--- src/rtl/trap_pc.sv ---
// rtl/trap_pc.sv - program counter with edge-captured, prioritised, vectored interrupt entry and mret return
module trap_pc #(
  parameter int              XLEN      = 32,
  parameter int              NUM_IRQ   = 4,
  parameter logic [XLEN-1:0] RESET_VEC = '0,
  parameter logic [XLEN-1:0] TRAP_BASE = XLEN'(32'h20),
  parameter bit              VECTORED  = 1'b1
) (
  input  logic               clk,
  input  logic               rst_n,
  input  logic               stall,
  input  logic [XLEN-1:0]    next_pc,
  input  logic               mret,
  input  logic [NUM_IRQ-1:0] irq,
  output logic [XLEN-1:0]    pc,
  output logic [XLEN-1:0]    mepc,
  output logic [XLEN-1:0]    mcause,
  output logic               in_trap,
  output logic [NUM_IRQ-1:0] irq_ack
);

  localparam int IDW = (NUM_IRQ > 1) ? $clog2(NUM_IRQ) : 1;

  // RUN means interrupts enabled (MIE=1); TRAP means inside a handler
  typedef enum logic {
    RUN  = 1'b0,
    TRAP = 1'b1
  } mode_t;

  mode_t              mode_q, mode_d;
  logic [NUM_IRQ-1:0] irq_q;
  logic [NUM_IRQ-1:0] pend;
  logic [NUM_IRQ-1:0] pend_d;
  logic [NUM_IRQ-1:0] rise;
  logic [NUM_IRQ-1:0] take_oh;
  logic [IDW-1:0]     id;
  logic               take;
  logic [XLEN-1:0]    target;
  logic [XLEN-1:0]    cause;
  logic [XLEN-1:0]    pc_d;
  logic [XLEN-1:0]    mepc_d;
  logic [XLEN-1:0]    mcause_d;

  assign rise    = irq & ~irq_q;
  assign in_trap = (mode_q == TRAP);

  // Lowest set index wins: scan high to low so the last hit is the lowest
  always_comb begin
    id = '0;
    for (int i = NUM_IRQ - 1; i >= 0; i--) begin
      if (pend[i]) id = IDW'(i);
    end
  end

  always_comb begin
    target = TRAP_BASE;
    if (VECTORED) target = TRAP_BASE + (XLEN'(id) << 2);
  end

  always_comb begin
    cause           = '0;
    cause[IDW-1:0]  = id;
    cause[XLEN-1]   = 1'b1;
  end

  always_comb begin
    mode_d   = mode_q;
    pc_d     = pc;
    mepc_d   = mepc;
    mcause_d = mcause;
    take     = 1'b0;
    if (!stall) begin
      if (mret) begin
        pc_d   = mepc;
        mode_d = RUN;
      end else if ((|pend) && (mode_q == RUN)) begin
        take     = 1'b1;
        pc_d     = target;
        mepc_d   = next_pc;
        mcause_d = cause;
        mode_d   = TRAP;
      end else begin
        pc_d = next_pc;
      end
    end
  end

  // A new edge on the source being taken re-arms it: set beats clear
  always_comb begin
    take_oh = '0;
    for (int i = 0; i < NUM_IRQ; i++) begin
      take_oh[i] = take && (id == IDW'(i));
    end
    pend_d = (pend & ~take_oh) | rise;
  end

  always_ff @(posedge clk or negedge rst_n) begin
    if (!rst_n) begin
      mode_q  <= RUN;
      pc      <= RESET_VEC;
      mepc    <= '0;
      mcause  <= '0;
      irq_ack <= '0;
      pend    <= '0;
      irq_q   <= '0;
    end else begin
      mode_q  <= mode_d;
      pc      <= pc_d;
      mepc    <= mepc_d;
      mcause  <= mcause_d;
      irq_ack <= take_oh;
      pend    <= pend_d;
      irq_q   <= irq;
    end
  end

endmodule

--- config.mk ---
export PLATFORM = sky130hd
export DESIGN_NAME = trap_pc
export DESIGN_NICKNAME = d
export VERILOG_FILES = /design/src/rtl/trap_pc.sv
export SDC_FILE = /design/constraint.sdc
export NUM_CORES = 1
export LEC_CHECK = 0
export BUFFER_PORTS_ARGS = -buffer_cell sky130_fd_sc_hd__clkbuf_2
export CORE_MARGIN = 2
export CORE_UTILIZATION = 50
export DETAILED_ROUTE_END_ITERATION = 8
export GPL_ROUTABILITY_DRIVEN = 1
export PLACE_DENSITY_LB_ADDON = 0.12
export SLEW_MARGIN = 20
export SYNTH_ARGS = -nofsm -noshare
export SYNTH_HDL_FRONTEND = slang
export SYNTH_SLANG_ARGS = --single-unit
--- constraint.sdc ---
create_clock -name clk -period 2.6 [get_ports clk]
set_input_delay 0 -clock clk [delete_from_list [all_inputs] [get_ports clk]]
set_output_delay 0 -clock clk [all_outputs]
set_load 0.03 [all_outputs]
==> results of run 1 <==
==> cells in the final DEF (no fill, tap or decap), types with 2 or more instances in the layout <==
| cell type | netlist | routed |
|---|---|---|
| clkbuf_2 | 1 | 110 |
| dfrtp_1 | 80 | 80 |
| a21oi_1 | 33 | 33 |
| a221oi_1 | 31 | 31 |
| clkbuf_8 | 0 | 11 |
| inv_1 | 38 | 38 |
| conb_1 | 1 | 29 |
| nor2_1 | 5 | 5 |
| a21oi_4 | 2 | 2 |
| dlygate4sd3_1 | 0 | 37 |
| nand2_1 | 6 | 6 |
| mux2_2 | 30 | 30 |
| buf_4 | 29 | 5 |
| o21ai_0 | 8 | 8 |
| nor3_1 | 3 | 3 |
==> cell type report <==
| class | instances | area [um^2] | share of cell area [%] |
|---|---|---|---|
| flip-flops and latches | 80 | 2000 | 43.7 |
| multi-input cells | 161 | 1130 | 24.7 |
| repair buffers | 154 | 990 | 21.6 |
| clock buffers | 11 | 151 | 3.30 |
| inverters | 38 | 143 | 3.11 |
| well taps | 96 | 120 | 2.62 |
| clock inverters | 3 | 42.5 | 0.928 |
==> routing by layer <==
metal	vias up	GRT usage (%)	wire length (um)
met2	98	31.1	3510
met3	11	4.81	458
met5	-	0	0
met1	1236	28.0	3360
li1	1274	-	-
met4	0	7.97	102
==> critical path: stages, from the launching register on <==
cell     delay, ns
dfrtp_1       0.37
or3_1         0.49
a21oi_4       0.33
buf_12        0.24
mux2_2        0.36
==> worst paths after layout <==
| check | from | end | depth (start not counted) |
|---|---|---|---|
| min in group asynchronous | rst_n | pc[1] | 2 |
| setup / recovery | in_trap | mepc[18] | 4 |
| max in group asynchronous | rst_n | mepc[28] | 2 |
| hold reg to reg | irq_q[2] | pend[2] | 1 |
| setup reg to reg | in_trap | mepc[18] | 4 |
| hold / removal | stall | irq_ack[1] | 3 |
==> cells in the mapped netlist, types with 2 or more instances <==
cell and n:
dfrtp_1 80, inv_1 38, a21oi_1 33, a221oi_1 31, mux2_2 30, buf_4 29
clkbuf_1 10, o21ai_0 8, buf_6 6, nand2_1 6, nor2_1 5, nor3_1 3
a21oi_4 2
==> state kept, by name, indices dropped and copies added (netlist names) <==
register and flops:
irq_q 4, irq_ack 4, pend 4, pc 32, mcause 3, mepc 32
in_trap 1
==> logic make-up after synthesis <==
family,count (synthesis),share of synthesized area (%)
AOI/OAI and AO/OA,81,16.4
buffers and inverters,85,13.5
DFF,80,57.1
muxes,31,9.96
other,1,0.107
and+or+nand+nor,20,2.86
==> timing repair <==
action,CTS,global route
setup endpoints to repair,0,0
endpoints found under the hold margin,149,0
resized for setup,0,0
hold buffers,37,0
==> report_power, final <==
| group | internal, uW | leakage [uW] | switching (uW) | total (uW) |
|---|---|---|---|---|
| Sequential | 1460 | 0.000934 | 148 | 1610 |
| Combinational | 373 | 0.00125 | 752 | 1130 |
| Clock | 484 | 0.0000973 | 405 | 888 |
| Total | 2310 | 0.00229 | 1300 | 3620 |
==> stage by stage <==
step	std cells	power (uW)	hold slack [ns]
floorplan	326	2400	-0.296
global placement	492	2690	0.124
detailed placement	492	2710	0.127
CTS	543	3660	0.0874
global route	543	3830	0.100
finish	543	3620	0.106
==> summary.md, run 1 <==
| Metric | Value |
|---|---|
| RD Place Congestion | `0.771` |
| Detailed-route via count | `2619` |
| Port bufs | `111` |
| Num rows | `30` |
| Post-route minimum period | `1.90 ns` |
| Place WS | `0.687 ns` |
| Kind of critical path | `register to register` |
| HPWL Detailed | `between 4000 and 5000 um` |
| Area share of the largest cell type after synthesis | `between 50% and 60%` |
| Die footprint | `7690 um^2` |
| Fin crit share | `73.1%` |
| Syn Area/Cell | `11.8 um^2` |
| Reg clk slew, reported paths | `0.08 ns` |
| Clock Tree Root | `clkbuf_8` |
| Layout cells sized above 1 | `between 30 and 40%` |
| Post-Syn Area | `3500 um^2` |
| Ant. Diodes | `0` |
| Final setup fails | `0` |
| Core ar. | `6790 um^2` |
| Worst-case clock buffer depth | `2` |
| Worst vdd ir | `0.000567 V` |
| Tot GR Track Use | `20.3%` |
| Post-synth top area cell | `dfrtp_1` |
| Final Skew | `between 0.01 and 0.015 ns` |
| GRT overflow | `0` |
| Kind of end point of the critical path | `register` |
| Max frequency | `about 530 MHz` |
| Mapped Cells | `298` |
| Worst Setup Start Kind | `register` |
| Top area cells in the synthesized netlist | `dfrtp_1, mux2_2, a221oi_1` |
| Worst-margin pin slew | `0.713 ns` |
| Num CTS Buffers | `9` |
| Vias in the first global route | `between 2000 and 3000` |
| Initial drt markers | `140` |
| FF-to-FF setup slack | `between 0.6 and 0.7 ns` |
| Drt pass-1 iters | `4` |
| DRT Wirelength | `7430 um` |
| Worst skew pair latency | `0.34 ns` |
| # IOs | `around 140` |
| Post-synth EDFFs | `0` |
| Type of the worst min-delay path | `primary input to register` |
| Largest net degree at the start of global routing | `a little over 80` |
| Synth Flop Type | `dfrtp_1` |
| Status | `finished, final reports clean` |
| Final setup TNS | `0 ns` |
| Required @ worst endpoint | `approximately 2.8 ns` |
| Placed inst area | `around 4000 um^2` |
| Final net count | `a little under 500` |
| Unrepaired setup endpoints after global routing | `no` |
| Share of synthesized flip-flops with an asynchronous set or reset | `100%` |
| # DRC | `0` |
| Via-per-instance ratio | `4.82` |
| Die X | `87.7 um` |
| Post-layout util | `just under 70%` |
| Starting Density | `51.6%` |
| Cell variety after synth | `30` |
| Lkg Pwr | `0.00229 uW` |
| # fillers | `550` |
| Max-slew violations | `0` |
| Seq/Total Area, Yosys | `a little under three fifths` |
| Post-route cell area | `4580 um^2` |
| Area growth, synth to finish | `30.7%` |
| Post-synthesis register bit count | `80` |
| Height of the die | `87.7 um` |
| CTS H-tree depth | `3` |
| Initial antenna violation count | `0` |
| PwrDens | `790 nW/um^2` |
| Fin. Hold Viols | `0` |
| YS warnings | `0` |
| Worst Path Arrival | `2.12 ns` |
| Max-slew headroom | `a little over half` |
| PnR worst setup slack | `~0.70 ns` |
| Wire per inst | `13.7 um` |
| Antenna Nets Post-Route | `0` |
| Clk sink count | `80` |
| Postcts setup bufs | `0` |
| Max FO, Critical Path | `26` |
| First-pass GRT wire length | `between 10000 and 15000 um` |
| Max_cap viols | `0` |
| CTS tree | `built` |
Note: power is estimated with default switching activity, not from simulation.
==> run 2: changes to the inputs <==
CORE_UTILIZATION = 48   (was 50)
clock period = 1.85 ns   (was 2.6 ns; I/O delays follow)
==> run 2 against run 1 <==
  * Die area grew 4.0%
  * Sequential power grew 40%
  * Combinational power grew 42%
  * Global-route usage shrank 1.0 points
  * Critical endpoint is now pc[1]
==> summary.md, run 2 (synthesis results as in run 1) <==
| Metric | Value |
|---|---|
| Vias in the first global route | `2419` |
| Pint | `between 3000 and 4000 uW` |
| Wire per inst | `13.6 um` |
| RD Place Congestion | `0.809` |
| Max FO, Critical Path | `9` |
| Clock network power share | `27.6%` |
| Register share of total power | `42.3%` |
| GRT met2 Usage | `31.1%` |
| Initial drt markers | `107` |
| Status | `finished, final reports clean` |
| Lkg Pwr | `0.00235 uW` |
| Worst-case clock buffer depth | `2` |
| Gr busiest metal | `met2` |
| Clk sink count | `80` |
| Worst skew pair latency | `0.34 ns` |
| Max frequency | `slightly below 600 MHz` |
| Starting Density | `48.8%` |
| Max_cap viols | `0` |
| # IOs | `141` |
| Fin. Hold Viols | `0` |
| Worst hold margin | `0.149 ns` |
| Worst vdd ir | `0.000611 V` |
| CTS tree | `built` |
| Max-slew violations | `0` |
| Die X | `~89 um` |
| Detailed-route via count | `2727` |
| CTS H-tree depth | `3` |
| Unrepaired setup endpoints after global routing | `no` |
| Worst-margin pin slew | `0.664 ns` |
| Commonest non-fill, non-tap cell in the layout | `clkbuf_2` |
| Worst Setup Start Kind | `register` |
| Sw Share | `between 30% and 40%` |
| DRT Wirelength | `7560 um` |
| Largest net degree at the start of global routing | `65` |
| HPWL Detailed | `5000 um` |
| Fin crit share | `93.4%` |
| Final setup TNS | `0 ns` |
| Post-route minimum period | `between 1.5 and 2 ns` |
| Reg clk slew, reported paths | `around 0.080 ns` |
| Worst Path Arrival | `1.99 ns` |
| Finished Layout Cells | `557` |
| # DRC | `0` |
| # fillers | `606` |
| GRT overflow | `0` |
| Layout cells sized above 1 | `38.6%` |
| Via-per-instance ratio | `~4.9` |
| Core ar. | `7180 um^2` |
| Most frequent cells in the layout | `clkbuf_2, dfrtp_1, inv_1` |
| Die footprint | `8000 um^2` |
| Met3 Use GR | `3.23%` |
| Clock Tree Root | `clkbuf_8` |
| Port bufs | `111` |
| Final net count | `493` |
| Height of the die | `89.4 um` |
| Max-slew headroom | `55.7%` |
| Area growth, synth to finish | `34.6%` |
| PwrDens | `between 1000 and 1500 nW/um^2` |
| Tot GR Track Use | `between 10% and 20%` |
| Final Skew | `~0.011 ns` |
| Required @ worst endpoint | `~2.1 ns` |
| Met1 GRT Util | `26.0%` |
| Final setup fails | `0` |
| Num rows | `31` |
| Net Switching | `between 1500 and 2000 uW` |
| Initial antenna violation count | `0` |
| Ant. Diodes | `0` |
| Kind of end point of the critical path | `register` |
| FF+latch area | `2000 um^2` |
| Drt pass-1 iters | `4` |
| Placed cell count | `504` |
| Antenna Nets Post-Route | `0` |
| Multi-input logic area | `1130 um^2` |
| Type of the worst min-delay path | `primary input to register` |
| Largest regs | `mepc x32, pc x32` |
| First-pass GRT wire length | `11700 um` |
| Num CTS Buffers | `9` |
| Kind of critical path | `register to register` |
| Comb pwr share | `30.1%` |
run 2: per-stage QoR:
stage	instance area [um^2]	power (uW)	setup slack (ns)	utilization [%]
floorplan	3620	3380	0.0440	-
global placement	4110	3810	0.165	57.3
detailed placement	4110	3840	0.119	57.3
CTS	4710	5380	0.0970	65.7
global route	4720	5600	0.0272	65.8
finish	4720	5330	0.123	65.8
run 2: power groups by stage:
stage                     combinational, uW  clock (uW)  sequential [uW]
after floorplan                         526           0             2850
after global placement                 1540           0             2280
after detailed placement               1550           0             2290
after CTS                              1620        1510             2260
after global routing                   1730        1570             2300
final                                  1600        1470             2250
run 2: critical path: stages, from the launching register on:
cell and delay (ns):
dfrtp_1 0.41, or4_4 0.55, a21oi_4 0.23, buf_4 0.21
a221oi_1 0.09, a21oi_1 0.17
run 2: path summary, 6_finish.rpt:
kind | start | endpoint | slack (ns) | cells after the start
worst max register to register | pend[1] | pc[1] | 0.12 | 5
worst max-delay path | pend[1] | pc[1] | 0.12 | 5
worst min register to register | irq_q[1] | pend[1] | 0.41 | 1
max in group asynchronous | rst_n | mepc[10] | 1.07 | 3
min in group asynchronous | rst_n | mepc[7] | 0.19 | 2
worst min-delay path | stall | irq_ack[1] | 0.15 | 4
run 2: area by class of cell:
type,count,share of cell area [%]
Clock inverter,2,1.27
Inverter,38,3.02
Sequential cell,80,42.5
Multi-Input combinational cell,161,24.0
Clock buffer,14,3.66
Tap cell,99,2.63
Timing Repair Buffer,163,22.9
run 2: repair_timing:
item,CTS,global route
buffers inserted,0,0
resized for setup,0,1
endpoints found under the setup margin,0,1
hold buffers,37,0
endpoints found under the hold margin,113,0
run 2: per-layer routing:
| metal | share of wire, % | wire [um] | up-vias |
|---|---|---|---|
| li1 | - | - | 1295 |
| met1 | 45 | 3380 | 1309 |
| met2 | 48 | 3640 | 112 |
| met3 | 5.5 | 418 | 11 |
| met4 | 1.5 | 116 | 0 |
| met5 | 0 | 0 | - |
